$ cat config.mk
export PLATFORM = sky130hd
export DESIGN_NAME = nak_retry_controller
export DESIGN_NICKNAME = d
export VERILOG_FILES = /design/src/rtl/usb_hub_pkg.sv /design/src/rtl/retry_timer.sv /design/src/rtl/nak_retry_controller.sv
export SDC_FILE = /design/constraint.sdc
export NUM_CORES = 1
export LEC_CHECK = 0
export CORE_ASPECT_RATIO = 0.9
export CORE_MARGIN = 5
export CORE_UTILIZATION = 50
export CTS_CLUSTER_SIZE = 14
export DETAILED_ROUTE_END_ITERATION = 12
export PLACE_DENSITY = 0.79
export SLEW_MARGIN = 0
export SYNTH_ARGS = -nofsm -noshare
export SYNTH_HDL_FRONTEND = slang
export SYNTH_SLANG_ARGS = --single-unit
export TNS_END_PERCENT = 30
$ cat constraint.sdc
create_clock -name clk -period 1.7 [get_ports clk]
set_input_delay 0.17 -clock clk [delete_from_list [all_inputs] [get_ports clk]]
set_output_delay 0.17 -clock clk [all_outputs]
set_load 0.02 [all_outputs]
$ cat src/rtl/usb_hub_pkg.sv
// -----------------------------------------------------------------------------
// usb_hub_pkg
// Shared definitions for the hub's transaction-retry logic:
//   - nak_state_e      : state encoding of the NAK/timeout retry controller
//   - DEF_*            : default retry count, backoff length and response timeout
//   - RETRY_CNT_W      : width of the retry counter exposed on the controller
//   - timer_width()    : width of a counter able to hold 0 .. max(a,b)-1
// -----------------------------------------------------------------------------
package usb_hub_pkg;

    typedef enum logic [2:0] {
        ST_IDLE      = 3'd0,
        ST_SEND      = 3'd1,
        ST_WAIT_TX   = 3'd2,
        ST_WAIT_RESP = 3'd3,
        ST_BACKOFF   = 3'd4,
        ST_FAIL      = 3'd5
    } nak_state_e;

    localparam int unsigned DEF_MAX_RETRY      = 3;
    localparam int unsigned DEF_BACKOFF_CYCLES = 16;
    localparam int unsigned DEF_RESP_TIMEOUT   = 64;

    localparam int unsigned RETRY_CNT_W = 4;

    // The shared timer only ever has to reach (terminal - 1) for the larger of
    // the two intervals it measures, so it needs clog2 of that interval.
    function automatic int unsigned timer_width(input int unsigned a,
                                                input int unsigned b);
        int unsigned m;
        m = (a > b) ? a : b;
        return (m <= 2) ? 1 : $clog2(m);
    endfunction

endpackage

$ cat src/rtl/retry_timer.sv
// -----------------------------------------------------------------------------
// retry_timer
// Clearable up-counter with a terminal-count compare. The retry controller
// reuses one instance to time both the response window and the backoff gap,
// swapping the terminal value according to its state.
//
// Ports
//   clk      : clock, rising edge
//   rst      : asynchronous active-high reset, forces the count to 0
//   clr      : synchronous clear, takes priority over en
//   en       : count enable
//   terminal : value at which tc asserts
//   tc       : high while count == terminal
// -----------------------------------------------------------------------------
module retry_timer #(
    parameter int unsigned WIDTH = 6
) (
    input  logic             clk,
    input  logic             rst,
    input  logic             clr,
    input  logic             en,
    input  logic [WIDTH-1:0] terminal,
    output logic             tc
);

    logic [WIDTH-1:0] count;

    // NOTE: sequential state is written with <= so every flop samples the
    // pre-edge values of its inputs, independent of block ordering.
    always_ff @(posedge clk or posedge rst) begin
        if (rst) begin
            count <= '0;
        end else if (clr) begin
            count <= '0;
        end else if (en && !tc) begin
            // Hold at the terminal value rather than wrapping, so tc stays
            // asserted until the owner clears or moves on.
            count <= count + WIDTH'(1);
        end
    end

    assign tc = (count == terminal);

endmodule

$ cat src/rtl/nak_retry_controller.sv
// -----------------------------------------------------------------------------
// nak_retry_controller
// Drives one host transaction through send / wait-for-handshake, retrying
// after a fixed backoff whenever the device NAKs or stays silent, and giving
// up once MAX_RETRY retries have been spent.
//
// Parameters
//   MAX_RETRY      : retries allowed after the first attempt (1..15)
//   BACKOFF_CYCLES : idle cycles between a failed attempt and the resend (>=1)
//   RESP_TIMEOUT   : cycles to wait for a handshake after tx_done (>=2)
//
// Ports
//   clk          : clock, rising edge
//   rst          : asynchronous active-high reset
//   txn_req      : host requests a transaction (sampled only while txn_ready)
//   tx_done      : transmitter end-of-packet pulse
//   ack_detected : ACK PID received pulse
//   nak_detected : NAK detected pulse
//   txn_ready    : high only in IDLE
//   tx_start     : one-cycle pulse commanding a (re)send
//   txn_ok       : one-cycle pulse, transaction acknowledged
//   txn_fail     : one-cycle pulse, retries exhausted
//   retry_cnt    : retries issued for the current transaction
// -----------------------------------------------------------------------------
module nak_retry_controller
    import usb_hub_pkg::*;
#(
    parameter int unsigned MAX_RETRY      = DEF_MAX_RETRY,
    parameter int unsigned BACKOFF_CYCLES = DEF_BACKOFF_CYCLES,
    parameter int unsigned RESP_TIMEOUT   = DEF_RESP_TIMEOUT
) (
    input  logic                   clk,
    input  logic                   rst,
    input  logic                   txn_req,
    input  logic                   tx_done,
    input  logic                   ack_detected,
    input  logic                   nak_detected,
    output logic                   txn_ready,
    output logic                   tx_start,
    output logic                   txn_ok,
    output logic                   txn_fail,
    output logic [RETRY_CNT_W-1:0] retry_cnt
);

    localparam int unsigned TIMER_W = timer_width(BACKOFF_CYCLES, RESP_TIMEOUT);

    // Terminal counts are one less than the interval because the timer is
    // cleared to 0 on entry to the state and that first cycle counts.
    localparam logic [TIMER_W-1:0] BACKOFF_TC = TIMER_W'(BACKOFF_CYCLES - 1);
    localparam logic [TIMER_W-1:0] RESP_TC    = TIMER_W'(RESP_TIMEOUT - 1);
    localparam logic [RETRY_CNT_W-1:0] RETRY_LIMIT = RETRY_CNT_W'(MAX_RETRY);

    nak_state_e             state;
    nak_state_e             state_next;
    logic [RETRY_CNT_W-1:0] retry_cnt_next;
    logic                   txn_ok_next;

    logic                   timer_clr;
    logic                   timer_en;
    logic                   timer_tc;
    logic [TIMER_W-1:0]     timer_terminal;

    // -------------------------------------------------------------------------
    // Shared timer: backoff length in BACKOFF, response window otherwise.
    // Selected from state alone so the compare never depends on next-state.
    // -------------------------------------------------------------------------
    assign timer_terminal = (state == ST_BACKOFF) ? BACKOFF_TC : RESP_TC;

    retry_timer #(
        .WIDTH (TIMER_W)
    ) u_retry_timer (
        .clk      (clk),
        .rst      (rst),
        .clr      (timer_clr),
        .en       (timer_en),
        .terminal (timer_terminal),
        .tc       (timer_tc)
    );

    // -------------------------------------------------------------------------
    // State, retry counter and the registered txn_ok pulse
    // -------------------------------------------------------------------------
    always_ff @(posedge clk or posedge rst) begin
        if (rst) begin
            state     <= ST_IDLE;
            retry_cnt <= '0;
            txn_ok    <= 1'b0;
        end else begin
            state     <= state_next;
            retry_cnt <= retry_cnt_next;
            txn_ok    <= txn_ok_next;
        end
    end

    // -------------------------------------------------------------------------
    // Next-state logic
    // -------------------------------------------------------------------------
    always_comb begin
        // NOTE: every signal driven here gets a default first, so no path
        // through the case statement can leave one unassigned (no latches).
        state_next     = state;
        retry_cnt_next = retry_cnt;
        txn_ok_next    = 1'b0;
        timer_clr      = 1'b0;
        timer_en       = 1'b0;

        unique case (state)
            ST_IDLE: begin
                if (txn_req) begin
                    retry_cnt_next = '0;
                    state_next     = ST_SEND;
                end
            end

            ST_SEND: begin
                state_next = ST_WAIT_TX;
            end

            ST_WAIT_TX: begin
                if (tx_done) begin
                    timer_clr  = 1'b1;
                    state_next = ST_WAIT_RESP;
                end
            end

            ST_WAIT_RESP: begin
                timer_en = 1'b1;
                // ACK wins over a simultaneous NAK or timer expiry.
                if (ack_detected) begin
                    txn_ok_next = 1'b1;
                    state_next  = ST_IDLE;
                end else if (nak_detected || timer_tc) begin
                    if (retry_cnt < RETRY_LIMIT) begin
                        retry_cnt_next = retry_cnt + RETRY_CNT_W'(1);
                        timer_clr      = 1'b1;
                        state_next     = ST_BACKOFF;
                    end else begin
                        state_next = ST_FAIL;
                    end
                end
            end

            ST_BACKOFF: begin
                timer_en = 1'b1;
                if (timer_tc) begin
                    timer_clr  = 1'b1;
                    state_next = ST_SEND;
                end
            end

            ST_FAIL: begin
                state_next = ST_IDLE;
            end

            default: begin
                state_next = ST_IDLE;
            end
        endcase
    end

    // -------------------------------------------------------------------------
    // Moore outputs; reset forces IDLE, so they take their idle values at once.
    // -------------------------------------------------------------------------
    assign txn_ready = (state == ST_IDLE);
    assign tx_start  = (state == ST_SEND);
    assign txn_fail  = (state == ST_FAIL);

endmodule

Word level (Yosys, flattened, before mapping)
Cells that the tools add are included.
{"block": "totals", "elab_cells": 53, "register_bits": 14, "output_inout_bits": 8, "inputBits": 6}
{"block": "classes", "order_cmp": 1, "reduce_logical": 9, "n_mux": 24, "addsub": 2, "n_eq_ne": 13}
{"operator": "$mux 6", "n": 3}
{"operator": "$mux 4", "n": 4}
{"operator": "$mux 3", "n": 5}
{"operator": "$pmux 3 s5", "n": 1}
{"operator": "$ne 2x2->1 const B", "n": 6}
{"operator": "$mux 1", "n": 9}
{"operator": "$pmux 4 s2", "n": 1}
{"operator": "$add 6x1->6 const B", "n": 1}
{"operator": "$eq 3x2->1 const B", "n": 2}
{"operator": "$eq 3x3->1 const B", "n": 2}
{"operator": "$eq 6x6->1", "n": 1}
{"operator": "$reduce_and 5->1", "n": 1}
{"operator": "$add 4x1->4 const B", "n": 1}
{"operator": "$lt 4x2->1 const B", "n": 1}
{"operator": "$reduce_and 4->1", "n": 1}
{"operator": "$reduce_bool 2->1", "n": 2}
{"operator": "$eq 3x1->1 const B", "n": 1}
{"operator": "$logic_not 3->1", "n": 1}
{"operator": "$ne 3x3->1 const B", "n": 1}
{"operator": "$pmux 1 s3", "n": 1}
{"operator": "$reduce_or 2->1", "n": 1}
{"operator": "$logic_and 1x1->1", "n": 1}
{"operator": "$logic_not 1->1", "n": 1}
{"operator": "$logic_or 1x1->1", "n": 1}

Logic depth before layout (Yosys ltp)
Gate-level depths: netlist of run 1.
{"block": "logic_depth", "ltp_word": 8, "mapped_depth": 6, "ltp_nobuf": 6}

Hierarchy
Synthesis of run 1 repeated with hierarchy kept, for this count alone.
{"block": "hier_totals", "cells_unflattened": 95, "area_unflattened_um2": 913.4}
{"mod": "nak_retry_controller", "cells_per_inst": 48, "area_per_inst_um2": 474.2, "n_inst": 1, "seq_area_each_um2": 200.2}
{"mod": "retry_timer", "cells_per_inst": 47, "area_per_inst_um2": 439.2, "n_inst": 1, "seq_area_each_um2": 150.1}

Worst setup path after synthesis of run 1
No wires, ideal clock.
{"block": "synth_timing", "path_type": "reg-to-reg", "startpoint": "register state[0]", "endpoint": "register retry_cnt[2]", "arrival_time_ps": 1480, "stages_incl_launch_ff": 5, "setup_slack_ps": 101, "cell_sequence": "dfrtp_1 > buf_2 > nor3_1 > nand2_1 > and2_1"}
{"block": "synth_via", "word_cells_on_any_way": 13, "cone_classes": "eq/ne (7); mux (2); reduce/logical (4)"}
{"element": "start: declaration", "line": "nak_retry_controller.sv:53", "text": "nak_state_e state;"}
{"element": "start signal: assignment", "line": "nak_retry_controller.sv:89", "text": "state <= state_next;"}
{"element": "$logic_not 3->1 (*)"}
{"element": "via txn_ready", "line": "nak_retry_controller.sv:38", "text": "output logic txn_ready,"}
{"element": "$ne 2x2->1 (no source line) or $reduce_bool 2->1 (tied branches)"}
{"element": "$reduce_and 5->1 (no source line)"}
{"element": "end signal: assignment", "line": "nak_retry_controller.sv:90", "text": "retry_cnt <= retry_cnt_next;"}
{"element": "end: declaration", "line": "nak_retry_controller.sv:42", "text": "output logic [RETRY_CNT_W-1:0] retry_cnt"}
The timed path passes the listed nets; every way through them passes the cells marked *.
A chain may end at the register's enable or synchronous reset.

Worst setup path in the final report of run 1
{"block": "layout_timing", "startpoint": "register state[1]", "endpoint": "register u_retry_timer.count[2]"}
{"block": "layout_via", "elab_chain_cells": 8, "word_cells_on_any_way": 16, "cone_classes": "eq/ne (4); mux (7); reduce/logical (5)"}
{"element": "$eq 3x3->1", "line": "nak_retry_controller.sv:67, nak_retry_controller.sv:107"}
{"element": "$mux 6", "line": "nak_retry_controller.sv:67", "text": "assign timer_terminal = (state == ST_BACKOFF) ? BACKOFF_TC : RESP_TC;"}
{"element": "$eq 6x6->1", "line": "retry_timer.sv:42", "text": "assign tc = (count == terminal);"}
{"element": "$logic_or 1x1->1", "line": "nak_retry_controller.sv:132", "text": "end else if (nak_detected || timer_tc) begin"}
{"element": "$mux 1", "line": "nak_retry_controller.sv:132"}
{"element": "$mux 1", "line": "nak_retry_controller.sv:129", "text": "if (ack_detected) begin"}
{"element": "$pmux 1 s3", "line": "nak_retry_controller.sv:107", "text": "unique case (state)"}
{"element": "$mux 6 or $reduce_bool 2->1 (tied branches)"}
{"element": "end signal: assignment", "line": "retry_timer.sv:38", "text": "count <= count + WIDTH'(1);"}
{"element": "end: declaration", "line": "retry_timer.sv:26", "text": "logic [WIDTH-1:0] count;"}
Parallel ways exist; a longest one is shown, timed or not.

==> impl_summary.txt, run 1 <==
----------------------------------------------------
[Synthesis]
  Count of synthesis-stage warnings from yosys ... 0
  Number of library cell types mapped by synthesis ... 35
  Syn avg cell area ... 9.43 um^2
  Area of the mapped netlist ... 811 um^2
  Area leader, netlist ... sky130_fd_sc_hd__dfrtp_1
  Synth async-reset ratio ... 1.00
  Sequential fraction of the synthesis area ... 0.432
  Proportion of netlist area held by the largest area contributor ... 0.432
  Most frequent cell after synthesis ... sky130_fd_sc_hd__dfrtp_1
  Post-Synthesis Net Count ... 94
  Register bit total from synthesis ... 14
  Count of flip-flops with a built-in enable after synthesis ... 0
  Main flop type after synthesis ... sky130_fd_sc_hd__dfrtp_1
  Post-Syn Instances ... 86
  Top cell types by occurrence after synthesis ... sky130_fd_sc_hd__dfrtp_1 (14), sky130_fd_sc_hd__nand2_1 (8), sky130_fd_sc_hd__nor2_1 (7)
  Leading post-synthesis cells by cell area ... sky130_fd_sc_hd__dfrtp_1 (43%), sky130_fd_sc_hd__mux2i_1 (4.9%), sky130_fd_sc_hd__nand2_1 (3.7%), sky130_fd_sc_hd__nor2_1 (3.2%), sky130_fd_sc_hd__and2_1 (3.1%)

[STA]
  Number of failing hold endpoints at the final stage ... 0
  Final clock skew ... 0.00748 ns
  RSZ-0062 raised after global routing ... yes
  Crit share post-route ... 0.993
  Final critical delay including setup and external delays ... 1.69 ns
  # setup viols final ... 0
  Crit path setup slack, layout ... 0.0119 ns
  Aggregate negative setup slack ... 0 ns
  Transition time at the pin with the least slew margin ... 0.531 ns
  Count of final max-slew check failures ... 0
  Max-slew headroom ... 0.646
  Fmax ... 592 MHz

[Critical path]
  Largest fanout of any net on the critical path ... 6
  Cell-by-cell trace of the critical path ... nor3b_4 -> mux2i_4 -> a21oi_4 -> o22ai_4 -> nor3_1
  Worst R2R Path Depth ... 5
  Startpoint type of the worst setup path ... flop
  Path type of the worst setup path ... reg -> reg
  Arrival time at the worst endpoint ... 1.86 ns
  Worst stage delay on the critical path ... 0.45 ns
  Cell type group with the largest total delay on the critical path ... flip-flops
  Standard cell with the maximum stage delay on the critical path ... sky130_fd_sc_hd__dfrtp_2
  Worst reg-to-reg setup slack ... 0.01 ns
  Type of element capturing the critical path ... flop
  Destination of the worst register-to-register timing path ... u_retry_timer.count[2]
  Reg2Reg Launch Point ... state[1]
  Buffering stage count on the worst path with inverters included ... 0
  CP required ... 1.87 ns

[Clock network]
  Clk slew on worst S/H paths ... 0.09 ns
  Cell chosen for the clock root ... sky130_fd_sc_hd__clkbuf_4
  Number of buffers created by CTS ... 3
  Clock Sink Count ... 14
  H-tree lvl count ... 1
  Number of buffers between clock root and the deepest sink ... 2
  Later-pin clock latency in the skew report ... 0.29 ns
  Clock tree from TritonCTS ... yes

[Route]
  DRT antenna net count ... 0
  Total Routed Length ... 1840 um
  Total via count in the routed design ... 719
  Detail-routed via count per cell ... 5.57
  Post-route DRC ... 0
  Number of detailed-route iterations in the first pass ... 4
  Average wire length per cell after detail routing ... 14.2 um
  DRC marker count from the first detailed-route iteration ... 19

[Global route]
  Maximum number of pins on one net before global-route repair ... 15
  Number of antenna violations at the first check in global routing ... 0
  First-pass GRT wire length ... 3050 um
  Total GRT Usage ... 0.173
  Number of global-route vias before repair ... 657
  Remaining global-route overflow ... 0

[Placement]
  Detailed placer's ending HPWL ... 1370 um
  Placed Area ... 991 um^2
  Final GP Congestion ... 0.922
  Pre-CTS setup slack ... -0.0790 ns
  Port buffer count ... 13

[Finish]
  Number of filler cells placed in the layout ... 120
  Fraction of final layout cells with drive strength greater than 1 ... 0.262
  Number of nets in the layout ... 116
  Count of antenna diodes in the layout ... 0
  Final Instance Area ... 0.00110 mm^2
  Post-layout utilization of the core ... 0.733
  Syn-to-layout area delta ... 35.3%

[Power and ir drop]
  Combinational Power Share ... 0.492
  Sequential fraction of design power ... 0.349
  Power spent charging and discharging nets ... 632 uW
  PwrDens ... 1420 mW/mm^2
  Total power of the final layout ... 1.56 mW
  Leak Pwr ... 0.477 nW
  VDD IR-drop max ... 0.710 mV
  Proportion of total power due to net switching ... 0.406
  Internal power ... 924 uW
  Clock power share ... 0.159

[Floorplanning]
  I/O Pins ... 14
  Total Die Area ... 0.00253 mm^2
  Die Ht ... 48.2 um
  Width of the chip ... 52.4 um
  Effective utilization at floorplan ... 0.542
  Number of placement rows ... 13
  Placeable core area ... 0.00150 mm^2

[Run status]
  Outcome ... finished clean

[Hold path]
  Class of the most critical hold timing path ... in -> async

[Flow run]
  Max-capacitance violation count ... 0

----------------------------------------------------
worst max path at each step:
stage | to | depth (start not counted) | start | slack [ns]
after global routing | u_retry_timer.count[2] | 5 | state[1] | -0.06
final | u_retry_timer.count[2] | 5 | state[1] | 0.01
after global placement | u_retry_timer.count[2] | 5 | state[2] | 0.03
after floorplan | retry_cnt[2] | 4 | state[0] | 0.10
after detailed placement | u_retry_timer.count[3] | 5 | state[1] | -0.08
after CTS | u_retry_timer.count[3] | 5 | state[1] | -0.08
cells by family (layout without fill, tap and decap cells):
family | after synthesis | count (layout) | share of synthesized area
mux | 4 | 4 | 0.0494
compound gates | 15 | 15 | 0.134
flops | 14 | 14 | 0.432
buf+inv | 7 | 28 | 0.0370
simple gates | 42 | 42 | 0.295
xor+xnor | 2 | 2 | 0.0216
fa+ha+maj | 2 | 2 | 0.0309
cells in the final DEF, fill, tap and decap left out, types with 3 or more instances in the layout:
master / netlist / routed
sky130_fd_sc_hd__nor2_1: 7 / 4
sky130_fd_sc_hd__mux2i_1: 4 / 3
sky130_fd_sc_hd__clkbuf_4: 0 / 3
sky130_fd_sc_hd__nand2_1: 8 / 8
sky130_fd_sc_hd__dfrtp_1: 14 / 11
sky130_fd_sc_hd__nor2_2: 1 / 4
sky130_fd_sc_hd__nor3_1: 4 / 3
sky130_fd_sc_hd__buf_4: 0 / 7
sky130_fd_sc_hd__a21oi_1: 4 / 4
sky130_fd_sc_hd__and2_1: 4 / 3
sky130_fd_sc_hd__clkdlybuf4s50_1: 0 / 10
sky130_fd_sc_hd__dfrtp_2: 0 / 3
sky130_fd_sc_hd__inv_1: 4 / 4
power by group through the flow:
stage | Sequential (mW) | Combinational (mW) | Clock (mW)
6_report | 0.543 | 0.766 | 0.248
4_1_cts | 0.536 | 0.723 | 0.252
3_5_place_dp | 0.539 | 0.716 | 0
5_1_grt | 0.554 | 0.859 | 0.273
3_3_place_gp | 0.528 | 0.700 | 0
2_1_floorplan | 0.529 | 0.448 | 0
registers in the layout, summed over array words and instances (netlist names):
register / flops
state: 3
txn_ok: 1
u_retry_timer.count: 6
retry_cnt: 4
what timing repair did:
action	4_1_cts	5_1_grt
gates resized for setup	8	13
setup endpoints to repair	11	10
pin swaps	0	3
hold buffers	0	0
cloned	0	0
buffers inserted	0	2
endpoints found under the hold margin	0	0
per-stage QoR:
stage               instances  hold slack, ns
floorplan                  86          0.0592
global placement          123           0.494
detailed placement        123           0.524
CTS                       127           0.226
global route              129           0.255
finish                    129           0.203
cell type report:
class                   count  area, um^2  share of cell area
inverters                   4        15.0              0.0137
flip-flops and latches     14         354               0.323
well taps                  22        27.5              0.0251
clock buffers               4        36.3              0.0331
repair buffers             20         175               0.160
multi-input cells          65         489               0.446
per-layer routing:
layer	vias up	global-route usage	wire length, um
met1	340	0.203	795
met4	0	0.102	52
li1	349	-	-
met5	-	0	0
met3	7	0.0673	132
met2	23	0.275	859
Note: power is estimated with default switching activity, not from simulation.
==> run 2, diff against run 1 <==
- CORE_ASPECT_RATIO: 0.9 -> unset
- CORE_UTILIZATION: 50 -> 59
- DONT_BUFFER_PORTS: unset -> 1
- PLACE_DENSITY: 0.79 -> 0.78
==> impl_summary.txt, run 2 (synthesis results as in run 1) <==
----------------------------------------------------
[Global route]
  Total GRT Usage ... 0.193 (+0.0200)
  First-pass GRT wire length ... 2950 um (-3.1%)
  Maximum number of pins on one net before global-route repair ... 15 (unchanged)
  Number of antenna violations at the first check in global routing ... 0 (unchanged)
  Number of global-route vias before repair ... 661 (+0.61%)
  Remaining global-route overflow ... 0 (unchanged)

[Finish]
  Leading cell types in the layout, fill and taps excluded ... sky130_fd_sc_hd__buf_4 (12), sky130_fd_sc_hd__dfrtp_1 (12), sky130_fd_sc_hd__nand2_1 (7)
  Number of flip-flops under the largest register name ... 6 (unchanged)
  Syn-to-layout area delta ... 30.7%
  Number of nets in the layout ... 113 (-2.6%)
  Fraction of final layout cells with drive strength greater than 1 ... 0.346 (+0.0845)
  Layout Cells excl Fill ... 119 (-7.8%)
  Largest registers ... u_retry_timer.count x6, retry_cnt x4, state x3
  Reg with most FFs ... u_retry_timer.count
  Final Instance Area ... 0.00106 mm^2 (-3.4%)
  Number of filler cells placed in the layout ... 78 (-35%)
  Footprint of the flip-flops and latches ... 353 um^2 (-0.35%)
  Post-layout utilization of the core ... 0.814 (+0.0811)
  Area of the multi-input gates ... 499 um^2 (+2.0%)
  Count of antenna diodes in the layout ... 0 (unchanged)

[Clock network]
  Clock tree from TritonCTS ... yes
  Clock Sink Count ... 14 (unchanged)
  Number of buffers created by CTS ... 3 (unchanged)
  H-tree lvl count ... 1 (unchanged)
  Cell chosen for the clock root ... sky130_fd_sc_hd__clkbuf_4
  Number of buffers between clock root and the deepest sink ... 2 (unchanged)
  Later-pin clock latency in the skew report ... 0.29 ns (about the same)
  Clk slew on worst S/H paths ... 0.09 ns (about the same)

[Floorplanning]
  Placeable core area ... 0.00130 mm^2 (-13%)
  Die Ht ... 47.1 um (-2.3%)
  I/O Pins ... 14 (unchanged)
  Number of placement rows ... 13 (unchanged)
  Effective utilization at floorplan ... 0.623 (+0.0813)
  Width of the chip ... 47.1 um (-10%)
  Total Die Area ... 0.00222 mm^2 (-12%)

[STA]
  Number of failing hold endpoints at the final stage ... 0 (unchanged)
  Aggregate negative setup slack ... -0.0514 ns (-0.0514 ns)
  RSZ-0062 raised after global routing ... yes
  Transition time at the pin with the least slew margin ... 0.541 ns (+0.00974 ns)
  Crit share post-route ... 1.02 (+0.0249)
  Max-slew headroom ... 0.639 (-0.00650)
  Minimum hold slack ... 0.0392 ns (-0.164 ns)
  Count of final max-slew check failures ... 0 (unchanged)
  # setup viols final ... 4 (+4)
  Fmax ... 578 MHz (-2.4%)
  Crit path setup slack, layout ... -0.0304 ns (-0.0423 ns)
  Final clock skew ... 0.00812 ns (+0.000639 ns)
  Final critical delay including setup and external delays ... 1.73 ns (+0.0423 ns)

[Route]
  Detail-routed via count per cell ... 6.49 (+16%)
  Number of detailed-route iterations in the first pass ... 4 (unchanged)
  DRC marker count from the first detailed-route iteration ... 57 (+38)
  Post-route DRC ... 0 (unchanged)
  Total via count in the routed design ... 772 (+7.4%)
  Total Routed Length ... 2390 um (+30%)
  Average wire length per cell after detail routing ... 20.1 um (+41%)
  DRT antenna net count ... 0 (unchanged)

[Power and ir drop]
  Total power of the final layout ... 1.69 mW (+8.8%)
  PwrDens ... 1600 mW/mm^2 (+13%)
  Leak Pwr ... 0.471 nW (-1.3%)
  VDD IR-drop max ... 0.808 mV (+14%)

[Run status]
  Violations in the final reports ... negative setup slack
  Outcome ... finished, violations left

[Critical path]
  Reg2Reg Launch Point ... state[0]
  Type of element capturing the critical path ... flop
  Destination of the worst register-to-register timing path ... u_retry_timer.count[1]
  Worst R2R Path Depth ... 5 (unchanged)
  Largest fanout of any net on the critical path ... 5 (-1)
  CP required ... 1.92 ns (+0.05 ns)
  Path type of the worst setup path ... reg -> reg
  Startpoint type of the worst setup path ... flop
  Worst reg-to-reg setup slack ... -0.03 ns (-0.04 ns)
  Arrival time at the worst endpoint ... 1.95 ns (+0.09 ns)

[Placement]
  Number of instances in the placed design ... 106 (-14%)
  Final GP Congestion ... 0.860 (-6.7%)
  Placed Area ... 875 um^2 (-12%)
  Detailed placer's ending HPWL ... 1300 um (-5.5%)
  Port buffer count ... 0 (-13)
  Pre-CTS setup slack ... -0.0000852 ns (+0.0789 ns)

[Flow run]
  Max-capacitance violation count ... 0 (unchanged)

[Hold path]
  Destination of the worst hold path ... txn_ok
  Depth of the worst hold-timing path ... 1
  Worst hold start ... ack_detected
  Class of the most critical hold timing path ... in -> reg

----------------------------------------------------
==> run 2: routing by layer <==
layer	vias up	track usage	share of wire	wire [um]
li1	346	-	-	-
met1	381	0.248	0.38	913
met2	39	0.325	0.54	1300
met3	6	0.0345	0.053	126
met4	0	0.0663	0.021	50
met5	-	0	0	0
==> run 2: what timing repair did <==
action,4_1_cts,5_1_grt
gates cloned,0,1
endpoints found under the hold margin,14,1
gates resized for setup,2,17
endpoints found under the setup margin,2,9
hold buffers,1,1
pin swaps,0,4
buffers inserted,0,6
==> run 2: how the worst max path moves through the flow <==
stage,from,end,slack [ns],depth (start not counted)
after detailed placement,state[0],u_retry_timer.count[2],-0.00009,5
after global routing,state[0],u_retry_timer.count[1],-0.12,5
after global placement,state[1],u_retry_timer.count[2],0.05,5
after floorplan,state[0],retry_cnt[2],0.10,4
after CTS,state[0],u_retry_timer.count[3],0.02,6
final,state[0],u_retry_timer.count[1],-0.03,5
==> run 2: final cells by class <==
class	count	area share
tap	15	0.0177
timing repair buffer	17	0.130
sequential	14	0.333
multi-input combinational	65	0.471
clock buffer	4	0.0342
inverter	4	0.0142
==> run 2: worst max-delay path, cell delays in order, from the launching register on <==
cell	delay, ns
sky130_fd_sc_hd__dfrtp_2	0.45
sky130_fd_sc_hd__nor3b_4	0.30
sky130_fd_sc_hd__mux2i_4	0.35
sky130_fd_sc_hd__and2_2	0.27
sky130_fd_sc_hd__o21ai_0	0.13
sky130_fd_sc_hd__a21oi_1	0.17
==> run 2: where the power goes <==
group / leakage [nW] / internal (mW) / switching, mW
sequential: 0.184 / 0.428 / 0.110
clock: 0.0210 / 0.130 / 0.113
combinational: 0.265 / 0.425 / 0.487
